**src/rtl/pipe_stage_skid.sv**
```systemverilog
// pipe_stage_skid: generic inter-stage pipeline register with a valid/ready
// handshake and a 2-entry skid buffer (main + skid), synchronous flush with
// bubble insertion, and optional performance counters.
// All state updates on the falling edge of i_clock; i_reset is async active-low.
// Optional feature macro: PIPE_STAGE_PERF_EN (stall/bubble cycle counters).
module pipe_stage_skid #(
  parameter int unsigned CTRL_WIDTH = 16,
  parameter int unsigned DATA_WIDTH = 128,
  parameter int unsigned CNT_WIDTH  = 32
) (
  input  logic                  i_clock,
  input  logic                  i_reset,
  input  logic                  i_valid,
  output logic                  o_ready,
  input  logic [CTRL_WIDTH-1:0] i_ctrl,
  input  logic [DATA_WIDTH-1:0] i_data,
  input  logic                  i_flush,
  output logic                  o_valid,
  input  logic                  i_ready,
  output logic [CTRL_WIDTH-1:0] o_ctrl,
  output logic [DATA_WIDTH-1:0] o_data,
  output logic [1:0]            o_count,
  input  logic                  i_perf_clear,
  output logic [CNT_WIDTH-1:0]  o_stall_cycles,
  output logic [CNT_WIDTH-1:0]  o_bubble_cycles
);

  // Encoding equals occupancy so o_count is the state register itself.
  typedef enum logic [1:0] {
    S_EMPTY = 2'd0,
    S_ONE   = 2'd1,
    S_FULL  = 2'd2
  } state_t;

  state_t                r_state;
  state_t                w_state_nxt;
  logic [CTRL_WIDTH-1:0] r_main_ctrl, w_main_ctrl_nxt;
  logic [DATA_WIDTH-1:0] r_main_data, w_main_data_nxt;
  logic [CTRL_WIDTH-1:0] r_skid_ctrl, w_skid_ctrl_nxt;
  logic [DATA_WIDTH-1:0] r_skid_data, w_skid_data_nxt;
  logic                  w_in;
  logic                  w_out;

  // Handshake flags decoded from state only: no combinational path from i_ready/i_valid.
  assign o_valid = (r_state != S_EMPTY);
  assign o_ready = (r_state != S_FULL);
  assign o_count = r_state;
  assign o_ctrl  = r_main_ctrl;
  assign o_data  = r_main_data;

  assign w_in  = i_valid & o_ready;
  assign w_out = o_valid & i_ready;

  // Next-state and storage update; flush wins and zeroes the visible control bus.
  always_comb begin
    w_state_nxt     = r_state;
    w_main_ctrl_nxt = r_main_ctrl;
    w_main_data_nxt = r_main_data;
    w_skid_ctrl_nxt = r_skid_ctrl;
    w_skid_data_nxt = r_skid_data;
    if (i_flush) begin
      w_state_nxt     = S_EMPTY;
      w_main_ctrl_nxt = '0;
    end else begin
      case (r_state)
        S_EMPTY: begin
          if (w_in) begin
            w_state_nxt     = S_ONE;
            w_main_ctrl_nxt = i_ctrl;
            w_main_data_nxt = i_data;
          end
        end
        S_ONE: begin
          if (w_in && w_out) begin
            w_main_ctrl_nxt = i_ctrl;
            w_main_data_nxt = i_data;
          end else if (w_in) begin
            w_state_nxt     = S_FULL;
            w_skid_ctrl_nxt = i_ctrl;
            w_skid_data_nxt = i_data;
          end else if (w_out) begin
            // Drained: keep data stable, but ctrl must read 0 while invalid.
            w_state_nxt     = S_EMPTY;
            w_main_ctrl_nxt = '0;
          end
        end
        S_FULL: begin
          if (w_out) begin
            w_state_nxt     = S_ONE;
            w_main_ctrl_nxt = r_skid_ctrl;
            w_main_data_nxt = r_skid_data;
          end
        end
        default: begin
          w_state_nxt     = S_EMPTY;
          w_main_ctrl_nxt = '0;
        end
      endcase
    end
  end

  // State and entry registers, falling-edge clocked with async active-low reset.
  always_ff @(negedge i_clock or negedge i_reset) begin
    if (!i_reset) begin
      r_state     <= S_EMPTY;
      r_main_ctrl <= '0;
      r_main_data <= '0;
      r_skid_ctrl <= '0;
      r_skid_data <= '0;
    end else begin
      r_state     <= w_state_nxt;
      r_main_ctrl <= w_main_ctrl_nxt;
      r_main_data <= w_main_data_nxt;
      r_skid_ctrl <= w_skid_ctrl_nxt;
      r_skid_data <= w_skid_data_nxt;
    end
  end

`ifdef PIPE_STAGE_PERF_EN
  localparam logic [CNT_WIDTH-1:0] CNT_MAX = '1;

  logic [CNT_WIDTH-1:0] r_stall_cnt;
  logic [CNT_WIDTH-1:0] r_bubble_cnt;

  // Saturating stall/bubble counters; clear beats increment, flush has no effect.
  always_ff @(negedge i_clock or negedge i_reset) begin
    if (!i_reset) begin
      r_stall_cnt  <= '0;
      r_bubble_cnt <= '0;
    end else if (i_perf_clear) begin
      r_stall_cnt  <= '0;
      r_bubble_cnt <= '0;
    end else begin
      if (o_valid && !i_ready && (r_stall_cnt != CNT_MAX)) begin
        r_stall_cnt <= r_stall_cnt + CNT_WIDTH'(1);
      end
      if (!o_valid && (r_bubble_cnt != CNT_MAX)) begin
        r_bubble_cnt <= r_bubble_cnt + CNT_WIDTH'(1);
      end
    end
  end

  assign o_stall_cycles  = r_stall_cnt;
  assign o_bubble_cycles = r_bubble_cnt;
`else
  logic w_unused_perf_clear;

  // Counters not built: outputs tied low, clear input intentionally ignored.
  assign w_unused_perf_clear = i_perf_clear;
  assign o_stall_cycles      = '0;
  assign o_bubble_cycles     = '0;
`endif

endmodule

```
**config.mk**
```make
export PLATFORM = sky130hd
export DESIGN_NAME = pipe_stage_skid
export DESIGN_NICKNAME = d
export VERILOG_FILES = /design/src/rtl/pipe_stage_skid.sv
export SDC_FILE = /design/constraint.sdc
export NUM_CORES = 1
export LEC_CHECK = 0
export ABC_AREA = 1
export CORE_MARGIN = 4
export CORE_UTILIZATION = 30
export DETAILED_ROUTE_END_ITERATION = 6
export MAX_ROUTING_LAYER = met4
export PLACE_DENSITY_LB_ADDON = 0.25
export SLEW_MARGIN = 25
export SYNTH_ARGS = -nofsm -noshare
export SYNTH_HDL_FRONTEND = slang
export SYNTH_SLANG_ARGS = --single-unit
```
**constraint.sdc**
```tcl
create_clock -name i_clock -period 3.4 [get_ports i_clock]
set_clock_uncertainty 0.05 [all_clocks]
set_input_delay 0.68 -clock i_clock [delete_from_list [all_inputs] [get_ports i_clock]]
set_output_delay 0.68 -clock i_clock [all_outputs]
set_load 0.005 [all_outputs]
```
* After elaboration in Yosys (flattened, before gate mapping)
Index checks and enable logic that the tools add are counted.
Storage, ports and cells: register bits after elaboration 290, input port bits 150, output and inout port bits 212, logic and storage cells 47
Cells by class: eq/ne operators 12, mux-type cells 18, bitwise logic cells 4, reduce and logical (&&, ||, !) cells 8
Operators by type and width (count):
- 128-bit two-way mux | 3
- 128-bit case mux with 3 select lines | 1
- 16-bit two-way mux | 6
- 16-bit case mux with 3 select lines | 1
- 2-bit two-way mux | 6
- 4-bit inequality test, second input constant | 3
- 4-bit AND reduction | 3
- 3-bit inequality test, second input constant | 3
- 2-bit inequality test, second input constant | 4
- 2-bit case mux with 3 select lines | 1
- 5-bit AND reduction | 1
- 3-bit nonzero test | 1
- 1-bit bitwise AND | 2
- 2-bit by 1-bit equality test with 1-bit output, second input constant | 1
- 2-bit equality test, second input constant | 1
- 2-bit zero test | 1
- 1-bit NOT | 2
- 2-bit nonzero test | 1
- 1-bit logical AND | 1

* Longest topological paths before layout
Gate-level depths: netlist of the first run.
word-level depth 7, mapped depth 10, depth with buffers taken out 7

==> flow_summary.yaml, run 1 <==
outcome:
  status: "finished with violations"
  violations: "setup timing"
synth:
  synth_edf_count: 0
  syn_area_um2: 13100
  synthCells: 1524
  yosysTopAreaCell: "dfrtn_1"
  synth_most_common_cell: "nand2_1"
  seq_area_frac_synth_pct: 55.6
  syn_area_per_cell_um2: 8.57
  yosysUniqueCellTypes: 22
  async_flop_share_pct: 100
  ys_ff_latch: 290
  yosysTopAreaCellShare_pct: 55.6
  ys.flop_type: "dfrtn_1"
  synth_common_cells: "nand2_1, dfrtn_1, o21ai_0"
  ys_top_cells_by_area: "dfrtn_1, nand2_1, o21ai_0"
  yosysWarnings: 0
setup_path:
  worstReg2RegStart: "o_count[0]$_DFFE_NN0P_"
  arrival_ns: 3.07
  worst-r2r-cell-count: 11
  cp-end-kind: "primary output"
  cp.required_ns: 2.67
  r2r_setup_slack_ns: 0.32
  path_class: "register to primary output"
  crit_fanout: 2
  cp-start-kind: "register"
  crit_start: "o_count[1]$_DFFE_NN0P_"
timing:
  maxSlewHeadroom_pct: 47.4
  maxSlewViolCount: 0
  setup_violations: 148
  hold_viol: 0
  finalWorstSetupSlack_ns: -0.401
  rsz0062_at_grt: "yes"
  worstMarginPinSlew_ns: 0.789
  finalSetupTns_ns: -15.14
route:
  drt_first_pass_iters: 7
  num_vias: 10737
  drc_errors: 0
  ant_nets: 0
  routed_wl_mm: 35.2
  viasPerCell: 4.26
  drtIter0Drc: 776
  wire_per_inst_um: 14.0
layout:
  drive_gt1_share_pct: 19.2
  multi_input_area_um2: 4390
  final.fill_count: 4348
  final_util_pct: 41.7
  syn2layout_area_growth_pct: 37.5
  fin_cells: 2518
  fin_nets: 2057
  seq_area_um2: 7260
placement:
  dp_cells: 2368
  globalplace.congestion: 0.769
  io_buffers: 296
  pre_cts_slack_ns: -0.686
  place_hpwl_mm: 23.8
hold_path:
  worstHoldStart: "o_ctrl[13]$_DFFE_NN0P_"
  worst_hold_path_type: "register to register"
  holdPathStages: 2
floorplan:
  die_x_um: 217
  dieArea_um2: 46900
  core-area_um2: 43100
  start_util_pct: 30.3
  dieHeight_um: 217
  rows: 76
  num_io_pins: 362
power_and_ir_drop:
  power_leakage_uw: 0.00942
  max-vdd-ir-drop_v: 0.000301
  powerDensity_nw_per_um2: 668
grt:
  antenna_found_initial: 2
  grt_max_degree: 117
  gr-total-overflow: 0
  grt_pass1_vias: 10501
  track_usage_pct: 15.1
  grt_first_pass_wirelength_mm: 56.4
cts:
  clk_path_buf_depth: 3
  tritoncts: "built"
  ctsHoldBuffers: 0
  cts_buffers: 36
  clk_pin_slew_ns: 0.04
  ctsRootBufferMaster: "clkbuf_16"
  worstSkewPairLatency_ns: 0.54
  cts_sinks: 290
  cts.htree.levels: 2
job:
  max_cap_viol_count: 0
-- flip-flops by register name, summed over array words and instances (netlist names) --
name,cells
o_ctrl,16
o_data,128
r_skid_data,128
r_skid_ctrl,16
o_count,2
-- through the flow --
step	power [uW]	instance area [um2]	hold slack, ns
after floorplan	6550	13300	0.358
after global placement	8270	16600	0.370
after detailed placement	8360	16600	0.377
after CTS	12000	17600	0.377
after global routing	12800	17900	0.394
final	12000	17900	0.374
-- cell families after synthesis --
family                 synth area share, %
buffers and inverters                 12.9
other                               0.0287
flip-flops                            55.6
AO/OA/AOI/OAI                         15.9
AND/OR/NAND/NOR                       15.6
-- path summary, 6_finish.rpt --
kind                                          endpoint
max in group asynchronous       o_data[54]$_DFFE_NN0P_
max reg2reg                r_skid_data[25]$_DFFE_NN0P_
max                                            o_ready
min in group asynchronous   r_skid_data[5]$_DFFE_NN0P_
min reg2reg                     o_ctrl[13]$_DFFE_NN0P_
min                             o_ctrl[13]$_DFFE_NN0P_
-- power by group --
part           switching (uW)  total, uW  internal, uW
logic                    1410       3000          1590
registers                 596       5240          4650
clock network            1450       3740          2290
total                    3460      12000          8530
-- critical path, cell delays in order (launching register included) --
cell and delay (ns):
dfrtn_1 0.43, buf_6 0.11, inv_4 0.04, nor2_8 0.10
inv_6 0.04, buf_6 0.12
-- area by class of cell --
type | instances | share of cell area (%)
Sequential cell | 290 | 40.4
Inverter | 153 | 3.24
Timing Repair Buffer | 442 | 21.3
Clock buffer | 56 | 6.11
Tap cell | 585 | 4.08
Clock inverter | 6 | 0.362
Multi-Input combinational cell | 984 | 24.4
Antenna cell | 2 | 0.0279
-- placed cells by master (no fill, tap or decap), types with 2 or more instances in the layout --
cell,count
nor2_8,2
buf_2,131
buf_8,2
inv_2,3
diode_2,2
inv_1,148
conb_1,64
buf_16,4
dfrtn_1,290
clkbuf_1,9
clkbuf_16,37
dlygate4sd2_1,2
clkdlybuf4s50_1,144
nand3_4,2
o21ai_0,259
nand2_1,466
nand2_4,2
nand3_1,35
o21ai_2,5
clkbuf_8,10
buf_6,23
buf_12,21
nand2_2,3
clkinv_2,2
inv_6,3
o21ai_1,141
buf_4,113
-- what timing repair did --
item	CTS	global route
pin swaps	3	2
setup endpoints to repair	374	150
cloned	3	0
setup buffers	48	36
resized for setup	626	13
-- routing by layer --
layer,track usage (%),routed length [um]
met2,23.2,16100
met1,19.9,16100
met4,5.65,1030
met5,-,0
met3,3.18,1920
No activity file was read; power rests on OpenSTA's default activity.
==> run 2: changes to the inputs <==
Settings changed: GPL_TIMING_DRIVEN from default to 0, SLEW_MARGIN 25 to default.
==> flow_summary.yaml, run 2 (synthesis results as in run 1) <==
outcome:
  status: "finished with violations"
  violations: "setup timing"
timing:
  hold_viol: 0
  maxSlewHeadroom_pct: 56.9
  worstMarginPinSlew_ns: 0.646
  maxSlewViolCount: 0
  rsz0062_at_grt: "yes"
  setup_violations: 148
  finalWorstSetupSlack_ns: -0.402
route:
  drtIter0Drc: 695
  ant_nets: 0
  routed_wl_mm: 40.9
  num_vias: 11398
  viasPerCell: 4.37
  wire_per_inst_um: 15.7
  drt_first_pass_iters: 5
  drc_errors: 0
setup_path:
  cp-end-kind: "primary output"
  crit_fanout: 3
  arrival_ns: 3.07
  cp-start-kind: "register"
  path_class: "register to primary output"
  cp.required_ns: 2.67
cts:
  ctsHoldBuffers: 0
  worstSkewPairLatency_ns: 0.54
  clk_path_buf_depth: 3
  cts_sinks: 290
  tritoncts: "built"
  cts_buffers: 35
  clk_pin_slew_ns: 0.04
  cts.htree.levels: 2
  ctsRootBufferMaster: "clkbuf_16"
grt:
  busiest_layer: "met2"
  grt_util_met3_pct: 3.69
  gr-total-overflow: 0
  grt_pass1_vias: 11485
  grt_first_pass_wirelength_mm: 64.1
  antenna_found_initial: 3
  met1_usage_pct: 22.8
  grt_max_degree: 113
  use_met2_pct: 27.6
  track_usage_pct: 17.6
job:
  max_cap_viol_count: 0
placement:
  placed_area_um2: 17100
  dp_cells: 2470
  place_hpwl_mm: 29.1
  io_buffers: 296
  globalplace.congestion: 0.786
layout:
  final_area_um2: 18400
  seq_area_um2: 7260
  multi_input_area_um2: 4360
  syn2layout_area_growth_pct: 40.7
  fin_nets: 2146
  final.fill_count: 4404
  final_cell_mix: "nand2_1, dfrtn_1, o21ai_0"
  fin_cells: 2607
  final_common_cell: "nand2_1"
  drive_gt1_share_pct: 21.9
power_and_ir_drop:
  max-vdd-ir-drop_v: 0.000306
  powerDensity_nw_per_um2: 659
  power_leakage_uw: 0.00970
floorplan:
  rows: 76
  num_io_pins: 362
  dieHeight_um: 217
  dieArea_um2: 46900
  core-area_um2: 43100
  start_util_pct: 30.3
  die_x_um: 217
hold_path:
  worst_hold_path_type: "register to register"
==> run 2: cell count changes in the layout (fill, tap and decap cells not counted), moves of 3 or more <==
cell      change
buf_4        +40
buf_6        +40
buf_12       -18
clkbuf_1     +15
buf_2         +8
clkbuf_2      +6
clkbuf_8      -3
==> run 2: layer usage <==
layer / up-vias / wire [um]
met4: 0 / 1220
met3: 68 / 2330
li1: 5665 / -
met5: - / 0
met1: 5391 / 18200
met2: 274 / 19100
==> run 2: metrics by stage <==
step	utilization (%)	setup TNS (ns)	total power, uW	hold WS [ns]	worst slack (ns)
after floorplan	-	-0.0370	6550	0.358	-0.0370
after global placement	39.6	-3859.79	8390	0.371	-12.49
after detailed placement	39.7	-310.75	8460	0.379	-1.05
after CTS	42.0	-20.12	12100	0.379	-0.506
after global routing	42.6	-21.35	12900	0.396	-0.452
final	42.6	-14.65	12100	0.374	-0.402
==> run 2: area by class of cell <==
type	instances	share of cell area, %
inverter	153	3.18
sequential	290	39.5
multi-input combinational	984	23.8
antenna	3	0.0409
buffer	156	6.51
clock inverter	10	0.681
clock buffer	50	5.57
tap	585	3.99
timing repair buffer	376	16.8
==> run 2: worst paths after layout <==
| kind | from | end | slack [ns] | depth (start not counted) |
|---|---|---|---|---|
| max | o_count[1]$_DFFE_NN0P_ | o_ready | -0.40 | 4 |
| min | o_ctrl[7]$_DFFE_NN0P_ | o_ctrl[7]$_DFFE_NN0P_ | 0.37 | 2 |
| max reg2reg | o_count[0]$_DFFE_NN0P_ | o_data[36]$_DFFE_NN0P_ | 1.30 | 9 |
| min reg2reg | o_ctrl[7]$_DFFE_NN0P_ | o_ctrl[7]$_DFFE_NN0P_ | 0.37 | 2 |
| max in group asynchronous | i_reset | r_skid_data[68]$_DFFE_NN0P_ | 0.33 | 3 |
| min in group asynchronous | i_reset | o_data[15]$_DFFE_NN0P_ | 1.62 | 1 |
==> run 2: power by group <==
group | leakage (uW) | switching [uW] | total [uW] | internal (uW)
registers | 0.00364 | 582 | 5230 | 4640
clock network | 0.000562 | 1500 | 3760 | 2250
logic | 0.00550 | 1500 | 3130 | 1620
==> run 2: worst max-delay path: stages, from the launching register on <==
cell and delay, ns:
dfrtn_1 0.45, inv_2 0.08, nor2_8 0.14, inv_8 0.05
buf_6 0.11
==> run 2: timing repair <==
| action | in CTS | in global routing |
|---|---|---|
| gates cloned | 0 | 1 |
| endpoints found under the setup margin | 431 | 401 |
| setup buffers | 48 | 30 |
| resized for setup | 653 | 22 |
| pin swaps | 2 | 2 |
==> run 3: changes to the inputs <==
Settings changed: GPL_ROUTABILITY_DRIVEN from default to 1, SLEW_MARGIN from default to 10.
==> flow_summary.yaml, run 3 (synthesis results as in run 1) <==
grt:
  gr-total-overflow: 0
  antenna_found_initial: 3
  track_usage_pct: 17.7
  grt_max_degree: 108
  grt_first_pass_wirelength_mm: 64.5
  grt_pass1_vias: 11614
cts:
  worstSkewPairLatency_ns: 0.53
  ctsRootBufferMaster: "clkbuf_16"
  tritoncts: "built"
  cts_sinks: 290
  clk_path_buf_depth: 3
  cts.htree.levels: 2
  cts_buffers: 35
  clk_pin_slew_ns: 0.04
  ctsHoldBuffers: 0
route:
  num_vias: 11536
  ant_nets: 0
  drc_errors: 0
  routed_wl_mm: 41.5
  viasPerCell: 4.39
  drtIter0Drc: 755
  wire_per_inst_um: 15.8
  drt_first_pass_iters: 5
setup_path:
  crit_fanout: 3
  cp_common_cell: "buf_6"
  worstPathCellList: "buf_6 -> buf_6 -> nor2_8 -> inv_8 -> buf_6"
  critPathTopFamily: "buffers and inverters"
  cp.required_ns: 2.67
  arrival_ns: 3.13
  cp-start-kind: "register"
  slowest_delay_ns: 0.37
  cp-end-kind: "primary output"
  cp.buffers_inverters: 4
  crit_slowest_cell: "dfrtn_1"
  path_class: "register to primary output"
placement:
  io_buffers: 296
  place_hpwl_mm: 29.2
  dp_cells: 2471
  globalplace.congestion: 0.786
floorplan:
  rows: 76
  core-area_um2: 43100
  dieHeight_um: 217
  start_util_pct: 30.3
  die_x_um: 217
  dieArea_um2: 46900
  num_io_pins: 362
layout:
  seq_area_um2: 7260
  multi_input_area_um2: 4360
  final_cell_mix: "nand2_1, dfrtn_1, o21ai_0"
  syn2layout_area_growth_pct: 42.3
  drive_gt1_share_pct: 22.6
  fin_nets: 2165
  final_util_pct: 43.1
  fin_cells: 2626
  final_common_cell: "nand2_1"
  final.fill_count: 4384
timing:
  finalWorstSetupSlack_ns: -0.460
  maxSlewHeadroom_pct: 61.0
  hold_viol: 0
  finalSetupTns_ns: -15.37
  worstMarginPinSlew_ns: 0.585
  maxSlewViolCount: 0
  setup_violations: 148
  rsz0062_at_grt: "yes"
power_and_ir_drop:
  max-vdd-ir-drop_v: 0.000439
  powerDensity_nw_per_um2: 657
  power_leakage_uw: 0.00982
  power_uw: 12200
outcome:
  status: "finished with violations"
  violations: "setup timing"
job:
  max_cap_viol_count: 0
hold_path:
  worst_hold_path_type: "register to register"
-- run 3: changes by cell type in the layout (fill, tap and decap cells not counted), moves of 2 or more --
cell,delta
buf_6,+7
clkinv_2,+3
buf_4,+6
clkbuf_4,+3
buf_8,+2
inv_6,+3
clkbuf_2,-3
-- run 3: metrics by stage --
step           hold slack (ns)  worst slack (ns)  area [um2]
2_1_floorplan            0.358           -0.0370       13300
3_3_place_gp             0.371            -12.49       17000
3_5_place_dp             0.379             -1.04       17100
4_1_cts                  0.377            -0.600       18100
5_1_grt                  0.400            -0.530       18600
6_report                 0.371            -0.460       18600
-- run 3: area by class of cell --
class	count	share of cell area, %
diodes	3	0.0404
flip-flops and latches	290	39.0
clock buffers	47	5.28
multi-input cells	984	23.5
well taps	585	3.94
repair buffers	394	17.6
inverters	153	3.17
plain buffers	157	6.61
clock inverters	13	0.835
-- run 3: timing repair --
item | CTS | global route
setup endpoints to repair | 431 | 382
hold endpoints to repair | 0 | 0
cloned | 0 | 2
buffers inserted | 55 | 41
gates resized for setup | 647 | 48
pin swaps | 2 | 4
-- run 3: per-layer routing --
metal	global-route usage, %	vias to the layer above	wire, um
li1	-	5699	-
met1	22.6	5464	18300
met2	27.2	302	19300
met3	3.74	71	2380
met4	7.57	0	1460
met5	-	-	0
-- run 3: where the power goes --
group,internal (uW),total [uW],switching (uW)
sequential,4640,5230,584
clock,2260,3750,1490
combinational,1700,3230,1530
-- run 3: worst min-delay path: stages (launching register included) --
cell	delay, ns
dfrtn_1	0.40
nand2_1	0.05
nand2_1	0.05
-- run 3: final timing paths --
path                                         from                     end  slack (ns)  depth (start not counted)
setup / recovery           o_count[0]$_DFFE_NN0P_                 o_ready       -0.46                          5
hold / removal              o_ctrl[7]$_DFFE_NN0P_   o_ctrl[7]$_DFFE_NN0P_        0.37                          2
setup reg to reg           o_count[0]$_DFFE_NN0P_  o_data[36]$_DFFE_NN0P_        1.17                         10
hold reg to reg             o_ctrl[7]$_DFFE_NN0P_   o_ctrl[7]$_DFFE_NN0P_        0.37                          2
max in group asynchronous                 i_reset  o_data[61]$_DFFE_NN0P_        0.64                          3
min in group asynchronous                 i_reset  o_data[13]$_DFFE_NN0P_        1.57                          1
